`src/rtl/sender_pkg.sv`:
```
// rtl/sender_pkg.sv - shared types, constants and frame builder for the dual-rail sender
package sender_pkg;

    typedef enum logic [1:0] {
        IDLE  = 2'd0,
        DRIVE = 2'd1,
        RTZ   = 2'd2,
        DONE  = 2'd3
    } state_e;

    localparam int         FRAME_LEN = 8;
    localparam logic [1:0] START_PAT = 2'b10;
    localparam logic [2:0] LAST_BIT  = 3'(FRAME_LEN - 1);

    // Up and Down together are contradictory, so they collapse to a no-op before parity.
    function automatic logic [FRAME_LEN-1:0] build_frame(input logic ch2, input logic ch1,
                                                         input logic up, input logic down);
        logic [1:0] cmd;
        cmd = (up && down) ? 2'b00 : {up, down};
        return {START_PAT, ch2, ch1, cmd, ^{ch2, ch1, cmd}, 1'b0};
    endfunction

endpackage

```
`src/rtl/ack_sync.sv`:
```
// rtl/ack_sync.sv - two-flop synchronizer for the receiver acknowledge
module ack_sync (
    input  logic clk,
    input  logic reset,
    input  logic async_i,
    output logic sync_o
);

    logic meta_q;
    logic sync_q;

    always_ff @(posedge clk or negedge reset) begin
        if (!reset) begin
            meta_q <= 1'b0;
            sync_q <= 1'b0;
        end else begin
            meta_q <= async_i;
            sync_q <= meta_q;
        end
    end

    assign sync_o = sync_q;

endmodule

```
`src/rtl/sender.sv`:
```
// rtl/sender.sv - four-phase dual-rail serial transmitter for channel/direction commands
module sender
    import sender_pkg::*;
(
    input  logic clk,
    input  logic reset,
    input  logic go,
    input  logic Ch1,
    input  logic Ch2,
    input  logic Up,
    input  logic Down,
    input  logic ack,
    output logic Bit0_Out,
    output logic Bit1_Out,
    output logic dt,
    output logic comp
);

    state_e                 state_q;
    logic [FRAME_LEN-1:0]   frame_q;
    logic [2:0]             cnt_q;
    logic                   bit0_q;
    logic                   bit1_q;
    logic                   dt_q;
    logic                   comp_q;
    logic                   ack_s;
    logic [FRAME_LEN-1:0]   new_frame;

    ack_sync u_ack_sync (
        .clk     (clk),
        .reset   (reset),
        .async_i (ack),
        .sync_o  (ack_s)
    );

    assign new_frame = build_frame(Ch2, Ch1, Up, Down);

    // frame_q shifts left as bits go out, so the bit on the rails is always frame_q[MSB].
    always_ff @(posedge clk or negedge reset) begin
        if (!reset) begin
            state_q <= IDLE;
            frame_q <= '0;
            cnt_q   <= '0;
            bit0_q  <= 1'b0;
            bit1_q  <= 1'b0;
            dt_q    <= 1'b0;
            comp_q  <= 1'b0;
        end else begin
            case (state_q)
                IDLE, DONE: begin
                    if (go) begin
                        frame_q <= new_frame;
                        cnt_q   <= '0;
                        bit1_q  <= new_frame[FRAME_LEN-1];
                        bit0_q  <= ~new_frame[FRAME_LEN-1];
                        dt_q    <= 1'b1;
                        comp_q  <= 1'b0;
                        state_q <= DRIVE;
                    end
                end
                DRIVE: begin
                    if (ack_s) begin
                        bit0_q  <= 1'b0;
                        bit1_q  <= 1'b0;
                        dt_q    <= 1'b0;
                        state_q <= RTZ;
                    end
                end
                RTZ: begin
                    if (!ack_s) begin
                        if (cnt_q != LAST_BIT) begin
                            cnt_q   <= cnt_q + 3'd1;
                            frame_q <= {frame_q[FRAME_LEN-2:0], 1'b0};
                            bit1_q  <= frame_q[FRAME_LEN-2];
                            bit0_q  <= ~frame_q[FRAME_LEN-2];
                            dt_q    <= 1'b1;
                            state_q <= DRIVE;
                        end else begin
                            comp_q  <= 1'b1;
                            state_q <= DONE;
                        end
                    end
                end
                default: state_q <= IDLE;
            endcase
        end
    end

    assign Bit0_Out = bit0_q;
    assign Bit1_Out = bit1_q;
    assign dt       = dt_q;
    assign comp     = comp_q;

endmodule

```
`config.mk`:
```
export PLATFORM = sky130hd
export DESIGN_NAME = sender
export DESIGN_NICKNAME = d
export VERILOG_FILES = /design/src/rtl/sender_pkg.sv /design/src/rtl/ack_sync.sv /design/src/rtl/sender.sv
export SDC_FILE = /design/constraint.sdc
export NUM_CORES = 1
export LEC_CHECK = 0
export BUFFER_PORTS_ARGS = -buffer_cell sky130_fd_sc_hd__clkbuf_2
export CAP_MARGIN = 20
export CORE_ASPECT_RATIO = 1.1
export CORE_MARGIN = 1
export CORE_UTILIZATION = 25
export CTS_BUF_LIST = sky130_fd_sc_hd__clkbuf_4 sky130_fd_sc_hd__clkbuf_8 sky130_fd_sc_hd__clkbuf_16
export DETAILED_ROUTE_END_ITERATION = 8
export PLACE_DENSITY = 0.4
export SYNTH_ARGS = -nofsm -noshare
export SYNTH_HDL_FRONTEND = slang
export SYNTH_SLANG_ARGS = --single-unit
```
`constraint.sdc`:
```
create_clock -name clk -period 2.05 [get_ports clk]
set_clock_uncertainty 0.2 [all_clocks]
set_input_delay 0.205 -clock clk [delete_from_list [all_inputs] [get_ports clk]]
set_output_delay 0.205 -clock clk [all_outputs]
set_load 0.03 [all_outputs]
```
# Yosys cells after proc, flatten, opt, wreduce, memory -nomap -nowiden
# Cells that the tools add are included.
# word_totals
inputBits	8
wordCells	58
out_inout_bits	4
reg_bits	18
# op_classes
n_reduce_logical	9
n_eq_ne	9
n_bitwise	1
muxes	29
addsub	1
# ops
operator	n
7-bit 2-to-1 mux	3
7-bit case mux with 2 select lines	1
4-bit AND reduction	3
1-bit 2-to-1 mux	11
2-bit 2-to-1 mux	5
3-bit 2-to-1 mux	3
1-bit case mux with 3 select lines	3
2-bit != test, second input constant	4
2-bit case mux with 3 select lines	1
3-bit case mux with 2 select lines	1
2-bit == test, second input constant	2
4-bit parity	1
3-bit by 1-bit adder with 3-bit output, second input constant	1
3-bit != test, second input constant	1
3-bit AND reduction	1
2-bit by 1-bit == test with 1-bit output, second input constant	1
2-bit logical NOT	1
2-bit by 1-bit != test with 1-bit output, second input constant	1
1-bit case mux with 2 select lines	1
2-bit nonzero test	1
2-bit OR reduction	1
1-bit logical AND	1
1-bit NOT	1

# Logic depth before layout (Yosys ltp)
# logic_depth
depth_word	5
mapped_depth	7
depth_no_buf	5

# Modules after synthesis
# Synthesis repeated with hierarchy kept, for this count alone.
# unflattened
cells_unflattened	81
hier_area_um2	907.1
# by_module_without_submodules
module	cells_each	seq_area_each_um2	area_each_um2	instances
sender	79	375.4	857.1	1
ack_sync	2	50.0	50.0	1

# Least setup slack after synthesis
# No wires, ideal clock.
# synth_timing
kind	register -> register
startpoint	reg cnt_q[0]
endpoint	reg cnt_q[0]
required_time_ns	1.725
setup_time_ns	0.125
slack_ns	0.131
arrival_ns	1.594
period_less_slack_ns	1.919
path_stages_with_launch	7
path_buffers	1
cell_sequence	dfrtp_1 -> ha_1 -> ha_1 -> o21ai_2 -> nor3b_2 -> buf_6 -> mux2_4
# synth_between
elab_chain_len	4
word_cells_on_any_way	7
classes_between	add/sub (1); eq/ne (2); mux (3); reduce/logical (1)
# synth_lines
element	line_no	text
start: declaration	sender.sv:21	logic [2:0] cnt_q;
start signal: assignment	sender.sv:72	cnt_q <= cnt_q + 3'd1;
3-bit by 1-bit adder with 3-bit output	sender.sv:72	
3-bit 2-to-1 mux	sender.sv:71	if (cnt_q != LAST_BIT) begin
3-bit 2-to-1 mux	sender.sv:70	if (!ack_s) begin
3-bit case mux with 2 select lines	sender.sv:49	case (state_q)
# Several ways; a longest one is shown, not always the timed one. The select of a mux whose other input is x is not followed.
# A chain may end at the register's enable or synchronous reset.

# Final worst setup path
# Ends and elaborated chain as after synthesis.

==> qor.yml <==
first_pass_iters: 3
avgRoutedWirePerCell_um: 10.94
ant_nets: 0
worstSetupEndpointType: "flop"
final_util_pct: 32.99
crit_fanout: 5
diodes: 0
power_uw: 1632
worstSetupPathType: "reg2reg"
synth_nets: 96
finalMaxSlewViolations: 0
fin_crit_sh_pct: 92.91
io_buffers: 11
placed_area_um2: 1096
grt_pass1_vias: 643
fin_crit_ps: 1905
worstSkewPairLatency_ps: 260
grtUsageTotal_pct: 9.976
tritoncts: "done"
clockPowerShare_pct: 16.8
h-tree-depth: 1
worstHoldPathType: "in2reg"
maxSlewHeadroom_pct: 71.38
setup_tns_ps: 0
synth.avg_cell_area_um2: 11.72
start_kind: "flop"
grt_pass1_wl_mm: 2.863
num_io_pins: 12
p_switching_uw: 562.8
syn-cell-area_um2: 949.7
antenna_found_initial: 0
fin_area_um2: 1196
core-area_um2: 3626
final_common_cell: "dfrtp_1"
drive_above_1_share_pct: 38.46
p_seq_share_pct: 31.3
max_freq_ghz: 0.5250
vias_per_cell: 4.097
setup_viol: 0
syn_to_final_growth_pct: 25.96
gr-total-overflow: 0
cts_inserted_buffers: 3
swShare_pct: 34.49
ys_seq_area_share_pct: 44.80
hpwl_mm: 1.250
irDropWorstVdd_v: 0.0002571
drv_cap: 0
rsz0062_at_grt: "no"
clk_transition_reported_paths_ps: 70
mostFrequentLayoutCells: "17 x dfrtp_1, 11 x clkbuf_2, 8 x inv_1, 7 x buf_4"
vias: 631
grt_max_degree: 18
yosysUniqueCellTypes: 26
initialDrtViolationCount: 9
globalplace.congestion: 0.8622
p_leak_uw: 0.0005948
power_density_nw_per_um2: 1364
clock_path_buffers: 2
fp.dieW_um: 60.77
ys_ff_latch: 17
rows: 23
combinationalPowerShare_pct: 51.9
wirelength_mm: 1.684
worst_pin_slew_ps: 429.2
nFillCells: 389
die_area_um2: 4049
die-height_um: 66.64
internal_power_uw: 1069
nets: 120
cp.required_ps: 2000
clkSinkCount: 17
whs_ps: 79.11
ctsRootBufferMaster: "clkbuf_8"
initial_utilization_pct: 26.19
outcome: "finished, final reports clean"
hold_viol_final: 0
synth_warnings: 0
syn_inst: 81
route.detailed.drc: 0
arrival_ps: 1850
## cells in the mapped netlist
cell	count	area share, %
a21oi_1	3	1.6
a31o_2	1	0.92
ha_1	7	9.2
nand2_1	6	2.4
o21ai_0	3	1.6
nand3_1	1	0.53
mux2_2	5	5.9
a22o_1	1	0.92
nor3b_2	1	1.3
mux2_4	6	9.5
or2b_1	1	0.79
and2b_4	1	1.1
o31ai_1	1	0.79
o21ai_2	1	0.92
nand2b_1	2	1.3
nor2b_1	2	1.3
buf_6	1	1.2
dfrtp_1	17	45
a2bb2oi_1	1	0.92
xor3_1	1	2.5
mux2i_1	3	3.2
buf_2	1	0.53
nor2_1	4	1.6
buf_4	1	0.79
a31oi_1	2	1.3
inv_1	8	3.2
## cells by family (layout without fill, tap and decap cells)
group | Yosys count | in the layout | share of synthesized area [%]
fa+ha+maj | 7 | 7 | 9.222
compound gates | 13 | 13 | 8.959
simple gates | 18 | 18 | 10.28
flops | 17 | 17 | 44.80
mux | 14 | 14 | 18.58
buf+inv | 11 | 34 | 5.665
xor+xnor | 1 | 1 | 2.503
## metal layers
layer / up-vias / track usage, % / wire [µm]
met2: 7 / 15.25 / 795
met1: 299 / 12.53 / 813
met4: 0 / 6.818 / 39
met3: 4 / 1.748 / 36
li1: 321 / - / -
met5: - / 0 / 0
## per-stage QoR
| stage | std cells | worst slack, ps |
|---|---|---|
| 4_1_cts | 152 | 83.03 |
| 3_5_place_dp | 146 | 102.3 |
| 2_1_floorplan | 81 | 130.8 |
| 5_1_grt | 154 | 30.73 |
| 6_report | 154 | 145.3 |
| 3_3_place_gp | 146 | 131.3 |
## worst paths after layout
check | start | endpoint | slack (ps) | depth (start not counted)
max | cnt_q[0]$_DFFE_PN0P_ | cnt_q[0]$_DFFE_PN0P_ | 150 | 6
min | go | comp$_DFFE_PN0P_ | 80 | 4
min reg2reg | u_ack_sync.meta_q$_DFF_PN0_ | u_ack_sync.sync_o$_DFF_PN0_ | 150 | 0
min in group asynchronous | reset | frame_q[6]$_DFFE_PN0P_ | 210 | 2
max reg2reg | cnt_q[0]$_DFFE_PN0P_ | cnt_q[0]$_DFFE_PN0P_ | 150 | 6
max in group asynchronous | reset | u_ack_sync.meta_q$_DFF_PN0_ | 1140 | 2
## registers in the layout, indices dropped and copies added, names as in the netlist
name	flops
frame_q	6
cnt_q	3
state_q	2
Bit0_Out	1
Bit1_Out	1
comp	1
dt	1
u_ack_sync.meta_q	1
u_ack_sync.sync_o	1
## final cells by class
cell class / instances / area (µm²) / area share (%)
Timing Repair Buffer: 22 / 150.1 / 12.55
Clock buffer: 4 / 48.80 / 4.079
Multi-Input combinational cell: 53 / 479.2 / 40.06
Sequential cell: 17 / 425.4 / 35.56
Tap cell: 50 / 62.56 / 5.230
Inverter: 8 / 30.03 / 2.510
## power groups by stage
stage	combinational (µW)	clock [µW]	sequential, µW
finish	847	274	510
global route	943	299	527
CTS	779	278	511
detailed placement	770	0	517
global placement	772	0	515
floorplan	549	0	563
## critical path: stages, from the launching register on
cell and delay [ps]:
dfrtp_1 400, ha_1 210, ha_2 180, o21ai_2 130, nor3b_4 230, buf_6 160, mux2_4 290
## timing repair
| action | in CTS | in global routing |
|---|---|---|
| endpoints found under the setup margin | 0 | 6 |
| gates resized for setup | 0 | 4 |
| endpoints found under the hold margin | 18 | 0 |
| hold buffers | 2 | 0 |
| setup buffers | 0 | 2 |
Note: power is estimated with default switching activity, not from simulation.
